--- src/rtl/debounce_pkg.sv ---
// Shared definitions for the button debounce/pulse stage: state encoding and default qualification length.
package debounce_pkg;

    localparam int unsigned STABLE_CYCLES_DEFAULT = 8;

    typedef enum logic [1:0] {
        IDLE_LO = 2'd0,
        WAIT_HI = 2'd1,
        IDLE_HI = 2'd2,
        WAIT_LO = 2'd3
    } db_state_e;

endpackage

--- src/rtl/sync2.sv ---
// Two-flop synchroniser for an asynchronous single-bit input, async active-high reset.
module sync2 (
    input  logic clk,
    input  logic reset,
    input  logic d_i,
    output logic q_o
);

    logic s1_q;
    logic s2_q;

    always_ff @(posedge clk or posedge reset) begin
        if (reset) begin
            s1_q <= 1'b0;
            s2_q <= 1'b0;
        end else begin
            s1_q <= d_i;
            s2_q <= s1_q;
        end
    end

    assign q_o = s2_q;

endmodule

--- src/rtl/debounce_pulse.sv ---
// Debounces a raw button into a clean level plus one-cycle press/release pulses and a press counter.
module debounce_pulse
    import debounce_pkg::*;
#(
    parameter int unsigned STABLE_CYCLES = STABLE_CYCLES_DEFAULT,
    parameter int unsigned CNT_W         = 8
) (
    input  logic             clk,
    input  logic             reset,
    input  logic             btn_raw_i,
    output logic             btn_level_o,
    output logic             press_pulse_o,
    output logic             release_pulse_o,
    output logic             busy_o,
    output logic [CNT_W-1:0] press_count_o
);

    localparam int unsigned QW = $clog2(STABLE_CYCLES);
    localparam logic [QW-1:0] Q_LAST = QW'(STABLE_CYCLES - 1);

    logic             s2;
    db_state_e        state_q, state_d;
    logic [QW-1:0]    cnt_q, cnt_d;
    logic             level_q, level_d;
    logic             press_q, press_d;
    logic             release_q, release_d;
    logic [CNT_W-1:0] count_q, count_d;

    sync2 u_sync (
        .clk   (clk),
        .reset (reset),
        .d_i   (btn_raw_i),
        .q_o   (s2)
    );

    always_ff @(posedge clk or posedge reset) begin
        if (reset) begin
            state_q   <= IDLE_LO;
            cnt_q     <= '0;
            level_q   <= 1'b0;
            press_q   <= 1'b0;
            release_q <= 1'b0;
            count_q   <= '0;
        end else begin
            state_q   <= state_d;
            cnt_q     <= cnt_d;
            level_q   <= level_d;
            press_q   <= press_d;
            release_q <= release_d;
            count_q   <= count_d;
        end
    end

    // Any sample disagreeing with the candidate level during WAIT drops back to the old IDLE state.
    always_comb begin
        state_d   = state_q;
        cnt_d     = cnt_q;
        level_d   = level_q;
        press_d   = 1'b0;
        release_d = 1'b0;
        count_d   = count_q;
        case (state_q)
            IDLE_LO: begin
                if (s2) begin
                    state_d = WAIT_HI;
                    cnt_d   = '0;
                end
            end
            WAIT_HI: begin
                if (!s2) begin
                    state_d = IDLE_LO;
                    cnt_d   = '0;
                end else if (cnt_q == Q_LAST) begin
                    state_d = IDLE_HI;
                    level_d = 1'b1;
                    press_d = 1'b1;
                    count_d = count_q + CNT_W'(1);
                end else begin
                    cnt_d = cnt_q + QW'(1);
                end
            end
            IDLE_HI: begin
                if (!s2) begin
                    state_d = WAIT_LO;
                    cnt_d   = '0;
                end
            end
            WAIT_LO: begin
                if (s2) begin
                    state_d = IDLE_HI;
                    cnt_d   = '0;
                end else if (cnt_q == Q_LAST) begin
                    state_d   = IDLE_LO;
                    level_d   = 1'b0;
                    release_d = 1'b1;
                end else begin
                    cnt_d = cnt_q + QW'(1);
                end
            end
            default: begin
                state_d = IDLE_LO;
                cnt_d   = '0;
            end
        endcase
    end

    assign btn_level_o     = level_q;
    assign press_pulse_o   = press_q;
    assign release_pulse_o = release_q;
    assign press_count_o   = count_q;
    assign busy_o          = (state_q == WAIT_HI) || (state_q == WAIT_LO);

endmodule

--- config.mk ---
export PLATFORM = sky130hd
export DESIGN_NAME = debounce_pulse
export DESIGN_NICKNAME = d
export VERILOG_FILES = /design/src/rtl/debounce_pkg.sv /design/src/rtl/sync2.sv /design/src/rtl/debounce_pulse.sv
export SDC_FILE = /design/constraint.sdc
export NUM_CORES = 1
export LEC_CHECK = 0
export CORE_MARGIN = 10
export CORE_UTILIZATION = 49
export CTS_CLUSTER_SIZE = 14
export DETAILED_ROUTE_END_ITERATION = 6
export PLACE_DENSITY_LB_ADDON = 0.25
export SLEW_MARGIN = 10
export SYNTH_ARGS = -nofsm -noshare
export SYNTH_HDL_FRONTEND = slang
export SYNTH_SLANG_ARGS = --single-unit
--- constraint.sdc ---
create_clock -name clk -period 1.9 [get_ports clk]
set_clock_uncertainty 0.2 [all_clocks]
set_input_delay 0.285 -clock clk [delete_from_list [all_inputs] [get_ports clk]]
set_output_delay 0.285 -clock clk [all_outputs]
set_load 0.05 [all_outputs]
==> results of run 1 <==
## sequential cells by signal, summed over array words and instances (netlist names), named ones only
name	count
btn_level_o	1
u_sync.q_o	1
cnt_q	3
press_pulse_o	1
u_sync.s1_q	1
release_pulse_o	1
state_q	1
press_count_o	8
## routing by layer
layer,up-vias,track usage
met2,10,0.135
met1,254,0.108
met3,2,0.0226
met5,-,0
li1,269,-
met4,0,0.0293
## critical path, cell delays in order (launching register included)
cell and delay [ns]:
dfrtp_1 0.39, ha_1 0.26, nand3_4 0.15, nor3b_2 0.28
mux2_1 0.34
## layout make-up
class	count	area [um^2]
multi-input cells	44	362
clock buffers	3	22.5
inverters	2	7.51
fillers	137	559
flip-flops and latches	18	450
repair buffers	16	138
well taps	16	20.0
## cells in the final DEF (no fill, tap or decap), types with 2 or more instances in the layout
cell / count
nor3b_1: 2
and2_1: 2
dfrtp_1: 18
inv_1: 2
nand4b_1: 2
ha_1: 2
nand4_1: 4
clkbuf_4: 3
buf_4: 13
xor2_1: 6
nor3_1: 3
clkdlybuf4s50_1: 2
nand2_1: 3
nor4_1: 2
nand3_1: 2
nand3b_1: 2
## metrics by stage
stage                     instances  hold slack, ns
after global placement           96           0.135
after CTS                        99           0.113
after global routing             99           0.130
after floorplan                  67          0.0236
final                            99           0.114
after detailed placement         96           0.141
## how the worst max path moves through the flow
stage | start | end | slack, ns | cells after the start
finish | cnt_q[0] | press_count_o[1] | 0.17 | 4
global placement | cnt_q[0] | press_count_o[1] | 0.21 | 4
global route | cnt_q[0] | press_count_o[1] | 0.03 | 4
CTS | cnt_q[0] | press_count_o[1] | 0.15 | 4
floorplan | press_count_o[0] | press_count_o[6] | 0.24 | 4
detailed placement | cnt_q[0] | press_count_o[1] | 0.16 | 4
## cell families (layout without fill, tap and decap cells)
logic type,after synthesis,count (layout),share of synthesized area
and+or+nand+nor,28,28,0.250
DFF,18,18,0.541
xor gates and xnor gates,8,8,0.0932
buffers and inverters,5,21,0.0241
AOI/OAI and AO/OA,4,4,0.0346
adders and majority gates,2,2,0.0301
muxes,2,2,0.0271
## power by group
group / switching (mW) / internal (mW) / total [mW]
logic: 0.0223 / 0.0184 / 0.0407
registers: 0.00853 / 0.390 / 0.398
clock network: 0.101 / 0.0734 / 0.175
total: 0.132 / 0.482 / 0.614
==> results.sh, run 1 <==
export IMPL_run_status="complete, no violations"
export IMPL_powerDensity_mw_per_mm2=614
export IMPL_grt_overflow=0
export IMPL_fin_setup_tns_ns=0
export IMPL_pin_count=15
export IMPL_fin_util=0.641
export IMPL_syn_area_per_cell_um2=12.4
export IMPL_numCtsBuffers=3
export IMPL_synth_top_area_frac=0.541
export IMPL_max_vdd_ir_drop_mv=0.471
export IMPL_syn_nets=72
export IMPL_antenna_cells=0
export IMPL_ys_types=29
export IMPL_top_layer="met4"
export IMPL_ys_top_cells_by_area="dfrtp_1 54%, xor2_1 6.3%, ha_1 3.0%"
export IMPL_routed_wl_mm=1.39
export IMPL_hold_viol=0
export IMPL_final_nets=90
export IMPL_worst_r2r_cell_count=4
export IMPL_slew_violations=0
export IMPL_dp_hpwl_mm=1.07
export IMPL_p_total_mw=0.614
export IMPL_required_ns=1.87
export IMPL_worstPathMaxFanout=10
export IMPL_finalWorstSetupSlack_ns=0.167
export IMPL_ys_seq_area_frac=0.541
export IMPL_fp_dieW_um=61.2
export IMPL_vias_per_cell=5.40
export IMPL_stdcell_area_um2=1000
export IMPL_place_congestion=0.686
export IMPL_antenna_found_initial=0
export IMPL_rows=14
export IMPL_yosysMostFrequentCell="dfrtp_1"
export IMPL_synth_common_cells="18 x dfrtp_1, 6 x xor2_1, 4 x nand4_1"
export IMPL_yosysTopAreaCell="dfrtp_1"
export IMPL_core_area_mm2=0.00156
export IMPL_grt_first_pass_wirelength_mm=2.42
export IMPL_setup_viol=0
export IMPL_portBuffers=14
export IMPL_h_tree_depth=1
export IMPL_synth_flop_cell="dfrtp_1"
export IMPL_route_met3_wl_um=58
export IMPL_ant_nets=0
export IMPL_post_drt_wl_per_cell_um=14.1
export IMPL_synthToLayoutAreaGrowth_pct=20.2
export IMPL_wl_met1_um=672
export IMPL_clockRootBuffer="clkbuf_4"
export IMPL_leakage_nw=0.500
export IMPL_ctsHoldBuffers=0
export IMPL_worst_pin_slew_ns=0.360
export IMPL_dr_first_iter_drc_count=9
export IMPL_grt_max_degree=19
export IMPL_clockBufferDepth=2
export IMPL_drive_gt1_frac=0.277
export IMPL_cts_resized=0
export IMPL_r2r_end="press_count_o[1]"
export IMPL_vias=535
export IMPL_cp_data_arrival_time_ns=1.70
export IMPL_dpl_cell_area_um2=977
export IMPL_synth_edf_count=0
export IMPL_fin_crit_sh=0.912
export IMPL_worstSetupStartpointType="flip-flop"
export IMPL_max_slew_margin_rel=0.760
export IMPL_end_kind="flip-flop"
export IMPL_grt_pass1_vias=537
export IMPL_wl_met2_um=649
export IMPL_track_usage=0.0846
export IMPL_post_cts_setup_buffers=0
export IMPL_start_util=0.534
export IMPL_first_pass_iters=3
export IMPL_drcViolationCount=0
export IMPL_fmax_mhz=577
export IMPL_synthCells=67
export IMPL_worstSetupPathType="reg -> reg"
export IMPL_syn_area_um2=832
export IMPL_cts_tree="built"
export IMPL_dpl_worst_slack_ns=0.163
export IMPL_path_clk_slew_ns=0.09
export IMPL_r2r_slack_ns=0.17
export IMPL_ys_ff_latch=18
export IMPL_numClockSinks=18
export IMPL_async_flop_share=1.00
export IMPL_worstHoldPathType="in -> async"
export IMPL_yosysWarnings=0
export IMPL_die_h_um=61.2
export IMPL_maxCapViolCount=0
export IMPL_timing_rr_start="cnt_q[0]"
export IMPL_min_period_ns=1.73
export IMPL_clock_latency_ns=0.28
export IMPL_grt_setup_unrepaired="no"
export IMPL_die_area_mm2=0.00375
Note: power is estimated with default switching activity, not from simulation.
==> run 2, diff against run 1 <==
Settings changed: CORE_UTILIZATION 49 to 45, GPL_ROUTABILITY_DRIVEN set to 0.
Clock period 1.9 ns to 1.41 ns, I/O delays scaled along.
==> run 2 against run 1 <==
Against the previous run:
- the run now ends with setup timing left
- hold slack lost 0.081 ns
- highest routed layer unchanged
- sequential share of layout area fell by 12 points
- largest cell class unchanged
- sequential cell count stayed put
==> results.sh, run 2 (same netlist as run 1, synthesis figures left out) <==
export IMPL_clock_latency_ns=0.28
export IMPL_dpl_cell_area_mm2=0.00126
export IMPL_fmax_mhz=637
export IMPL_max_slew_margin_rel=0.844
export IMPL_mostFrequentLayoutCell="buf_4"
export IMPL_maxCapViolCount=0
export IMPL_powerDensity_mw_per_mm2=660
export IMPL_worstSetupStartpointType="flip-flop"
export IMPL_cts_tree="built"
export IMPL_r2r_end="press_count_o[1]"
export IMPL_ant_nets=0
export IMPL_r2r_slack_ns=-0.16
export IMPL_grt_setup_unrepaired="yes"
export IMPL_core_area_mm2=0.00175
export IMPL_leakage_nw=0.653
export IMPL_drive_gt1_frac=0.608
export IMPL_numCtsBuffers=3
export IMPL_h_tree_depth=1
export IMPL_rows=15
export IMPL_worstSetupPathType="reg -> reg"
export IMPL_fp_dieW_um=63
export IMPL_grt_pass1_vias=700
export IMPL_fin_cells=127
export IMPL_antenna_found_initial=0
export IMPL_first_pass_iters=3
export IMPL_worst_pin_slew_ns=0.231
export IMPL_setup_viol=14
export IMPL_clockRootBuffer="clkbuf_4"
export IMPL_numClockSinks=18
export IMPL_largest_reg_flops=8
export IMPL_max_vdd_ir_drop_mv=0.605
export IMPL_stdcell_area_mm2=0.00140
export IMPL_final_nets=108
export IMPL_finalWorstSetupSlack_ns=-0.160
export IMPL_track_usage=0.0974
export IMPL_drcViolationCount=0
export IMPL_fin_crit_sh=1.11
export IMPL_grt_first_pass_wirelength_mm=3.14
export IMPL_post_drt_wl_per_cell_um=14.2
export IMPL_path_clk_slew_ns=0.10
export IMPL_violations="setup timing"
export IMPL_vias=642
export IMPL_clockBufferDepth=2
export IMPL_grt_max_degree=19
export IMPL_antenna_cells=0
export IMPL_die_h_um=63
export IMPL_dp_hpwl_mm=1.27
export IMPL_cp_data_arrival_time_ns=1.54
export IMPL_worstHoldPathType="in -> async"
export IMPL_routed_wl_mm=1.80
export IMPL_synthToLayoutAreaGrowth_pct=68.7
export IMPL_fin_setup_tns_ns=-0.959
export IMPL_start_util=0.477
export IMPL_layout_common_cells="16 x buf_4, 12 x buf_12, 10 x dfrtp_1"
export IMPL_required_ns=1.38
export IMPL_die_area_mm2=0.00397
export IMPL_dr_first_iter_drc_count=5
export IMPL_grt_overflow=0
export IMPL_vias_per_cell=5.06
export IMPL_slew_violations=0
export IMPL_run_status="finished with violations"
export IMPL_timing_rr_start="cnt_q[1]"
export IMPL_hold_viol=0
export IMPL_worstPathMaxFanout=7
export IMPL_dp_cells=119
export IMPL_portBuffers=14
export IMPL_worst_r2r_cell_count=4
export IMPL_pin_count=15
export IMPL_end_kind="flip-flop"
export IMPL_min_period_ns=1.57
==> run 2: worst max path at each step <==
stage,from,to,cells after the start
after floorplan,cnt_q[1],press_count_o[1],4
after global placement,cnt_q[1],press_count_o[1],4
after detailed placement,cnt_q[1],press_count_o[1],4
after CTS,cnt_q[1],press_count_o[1],4
after global routing,cnt_q[1],press_count_o[1],4
final,cnt_q[1],press_count_o[1],4
==> run 2: timing repair <==
action / in CTS / in global routing
pin swaps: 12 / 2
setup buffers: 3 / 2
hold buffers: 0 / 0
endpoints found under the setup margin: 15 / 18
gates resized for setup: 13 / 4
==> run 2: power breakdown <==
part           switching (mW)  internal (mW)  leakage [nW]
Clock                   0.148          0.157        0.0210
Sequential             0.0121          0.526         0.225
Combinational          0.0385         0.0446         0.407
Total                   0.199          0.727         0.653
==> run 2: worst max-delay path, cell delays in order, from the launching register on <==
cell     delay (ns)
dfrtp_1        0.41
ha_4           0.16
nand3_4        0.13
nor3b_4        0.24
mux2_4         0.32
==> run 2: cell type report <==
type / count / area [um^2]
Timing Repair Buffer: 34 / 425
Multi-Input combinational cell: 44 / 443
Tap cell: 25 / 31.3
Sequential cell: 18 / 460
Fill cell: 106 / 342
Inverter: 2 / 7.51
Clock buffer: 4 / 36.3
==> run 2: through the flow <==
stage	utilization	power (mW)	hold WS (ns)	setup WS [ns]
2_1_floorplan	-	0.585	-0.0503	-0.151
5_1_grt	0.804	0.974	0.0421	-0.216
6_report	0.804	0.926	0.0331	-0.160
3_3_place_gp	0.724	0.620	0.141	-0.103
3_5_place_dp	0.724	0.623	0.136	-0.147
4_1_cts	0.786	0.945	0.0271	-0.134
==> run 2: routing by layer <==
layer / wire [um] / track usage / part of all wire / up-vias
met5: 0 / 0 / 0 / -
met4: 21 / 0.0335 / 0.012 / 0
met3: 107 / 0.0484 / 0.059 / 2
met2: 891 / 0.162 / 0.50 / 11
met1: 780 / 0.104 / 0.43 / 320
li1: - / - / - / 309
==> run 3, diff against run 2 <==
Settings changed: CORE_UTILIZATION 45 to 35, PLACE_DENSITY_LB_ADDON 0.25 to not set.
==> run 3 against run 2 <==
Against the previous run:
- the run still ends with setup timing left
- wire length is 0.22% lower
- final area increased by 1.2%
- maximum frequency up 0.51%
- critical path depth grew 1
- via count shrank 0.31%
- die area rose by 19%
- global-route usage decreased by 1.7 points
- utilization shrank 17 points
==> results.sh, run 3 (same netlist as run 1, synthesis figures left out) <==
export IMPL_run_status="finished with violations"
export IMPL_violations="setup timing"
export IMPL_clockBufferDepth=2
export IMPL_largest_reg_flops=8
export IMPL_track_usage=0.0808
export IMPL_hold_viol=0
export IMPL_antenna_found_initial=0
export IMPL_pwr_share_clk=0.342
export IMPL_path_clk_slew_ns=0.11
export IMPL_dp_hpwl_mm=1.27
export IMPL_p_int_mw=0.726
export IMPL_grt_pass1_vias=673
export IMPL_maxCapViolCount=0
export IMPL_grt_max_degree=19
export IMPL_core_area_mm2=0.00223
export IMPL_max_slew_margin_rel=0.775
export IMPL_clockRootBuffer="clkbuf_4"
export IMPL_dr_first_iter_drc_count=13
export IMPL_drive_gt1_frac=0.598
export IMPL_fp_dieW_um=68.8
export IMPL_leakage_nw=0.681
export IMPL_synthToLayoutAreaGrowth_pct=70.8
export IMPL_mostFrequentLayoutCell="buf_4"
export IMPL_fmax_mhz=640
export IMPL_min_period_ns=1.56
export IMPL_die_h_um=68.8
export IMPL_clock_latency_ns=0.29
export IMPL_drcViolationCount=0
export IMPL_pin_count=15
export IMPL_routed_wl_mm=1.80
export IMPL_whs_ns=0.0300
export IMPL_numClockSinks=18
export IMPL_numCtsBuffers=3
export IMPL_max_vdd_ir_drop_mv=0.740
export IMPL_p_switching_mw=0.213
export IMPL_end_kind="flip-flop"
export IMPL_p_total_mw=0.939
export IMPL_swShare=0.227
export IMPL_worstSetupStartpointType="flip-flop"
export IMPL_worstHoldPathType="in -> async"
export IMPL_p_seq_frac=0.572
export IMPL_finalWorstSetupSlack_ns=-0.152
export IMPL_powerDensity_mw_per_mm2=661
export IMPL_layout_common_cells="15 x buf_4, 12 x buf_12, 10 x dfrtp_1"
export IMPL_required_ns=1.39
export IMPL_cts_tree="built"
export IMPL_portBuffers=14
export IMPL_final_nets=108
export IMPL_cp_data_arrival_time_ns=1.55
export IMPL_grt_overflow=0
export IMPL_ctsHoldBuffers=0
export IMPL_vias_per_cell=4.92
export IMPL_fin_cells=130
export IMPL_antenna_cells=0
export IMPL_power_frac_comb=0.087
export IMPL_worstPathMaxFanout=6
export IMPL_rows=17
export IMPL_worst_pin_slew_ns=0.334
export IMPL_start_util=0.373
export IMPL_die_area_mm2=0.00473
export IMPL_fin_crit_sh=1.11
export IMPL_vias=640
export IMPL_grt_setup_unrepaired="yes"
export IMPL_dp_cells=119
export IMPL_grt_first_pass_wirelength_mm=2.99
export IMPL_setup_viol=11
export IMPL_ant_nets=0
export IMPL_post_drt_wl_per_cell_um=13.8
export IMPL_worstSetupPathType="reg -> reg"
export IMPL_first_pass_iters=4
export IMPL_slew_violations=0
export IMPL_h_tree_depth=1
[run 3: path summary, 6_finish.rpt]
path | end | cells after the start | slack (ns) | from
max reg2reg | flip-flop | 5 | -0.15 | cnt_q[1]
max in group asynchronous | press_count_o[5] | 3 | 0.77 | reset
max | flip-flop | 5 | -0.15 | cnt_q[1]
min in group clk | u_sync.s1_q | 1 | 0.15 | btn_raw_i
min | cnt_q[2] | 3 | 0.03 | reset
min reg2reg | u_sync.q_o | 0 | 0.16 | u_sync.s1_q
[run 3: area by class of cell]
| cell class | count | area (um^2) |
|---|---|---|
| clock buffers | 4 | 36.3 |
| fillers | 168 | 812 |
| inverters | 2 | 7.51 |
| multi-input cells | 44 | 453 |
| flip-flops and latches | 18 | 460 |
| well taps | 28 | 35.0 |
| repair buffers | 34 | 429 |
[run 3: metal layers]
layer  up-vias  track usage  wire length [um]
met5         -            0                 0
met4         0       0.0222                 9
met3         2       0.0322               104
met2        11        0.135               905
met1       319       0.0943               776
li1        308            -                 -
[run 3: power by group through the flow]
stage / registers (mW) / clock network, mW / logic, mW
2_1_floorplan: 0.544 / 0 / 0.0413
3_3_place_gp: 0.547 / 0 / 0.0717
3_5_place_dp: 0.547 / 0 / 0.0730
4_1_cts: 0.538 / 0.326 / 0.0762
5_1_grt: 0.538 / 0.348 / 0.0906
6_report: 0.537 / 0.321 / 0.0813
[run 3: metrics by stage]
stage	setup TNS (ns)	utilization	instance area [um^2]	setup slack, ns
6_report	-0.877	0.636	1420	-0.152
5_1_grt	-1.66	0.636	1420	-0.194
4_1_cts	-0.807	0.607	1360	-0.139
3_5_place_dp	-0.736	0.557	1240	-0.146
3_3_place_gp	-0.509	0.557	1240	-0.116
2_1_floorplan	-0.370	-	866	-0.151
[run 3: timing repair]
item,in CTS,in global routing
pin swaps,4,5
endpoints found under the setup margin,15,16
gates resized for setup,13,6
setup buffers,3,4
[run 3: critical path, stage by stage, from the launching register on]
cell	delay (ns)
dfrtp_1	0.41
ha_4	0.16
nand3_4	0.11
buf_4	0.16
buf_6	0.12
mux2_4	0.29
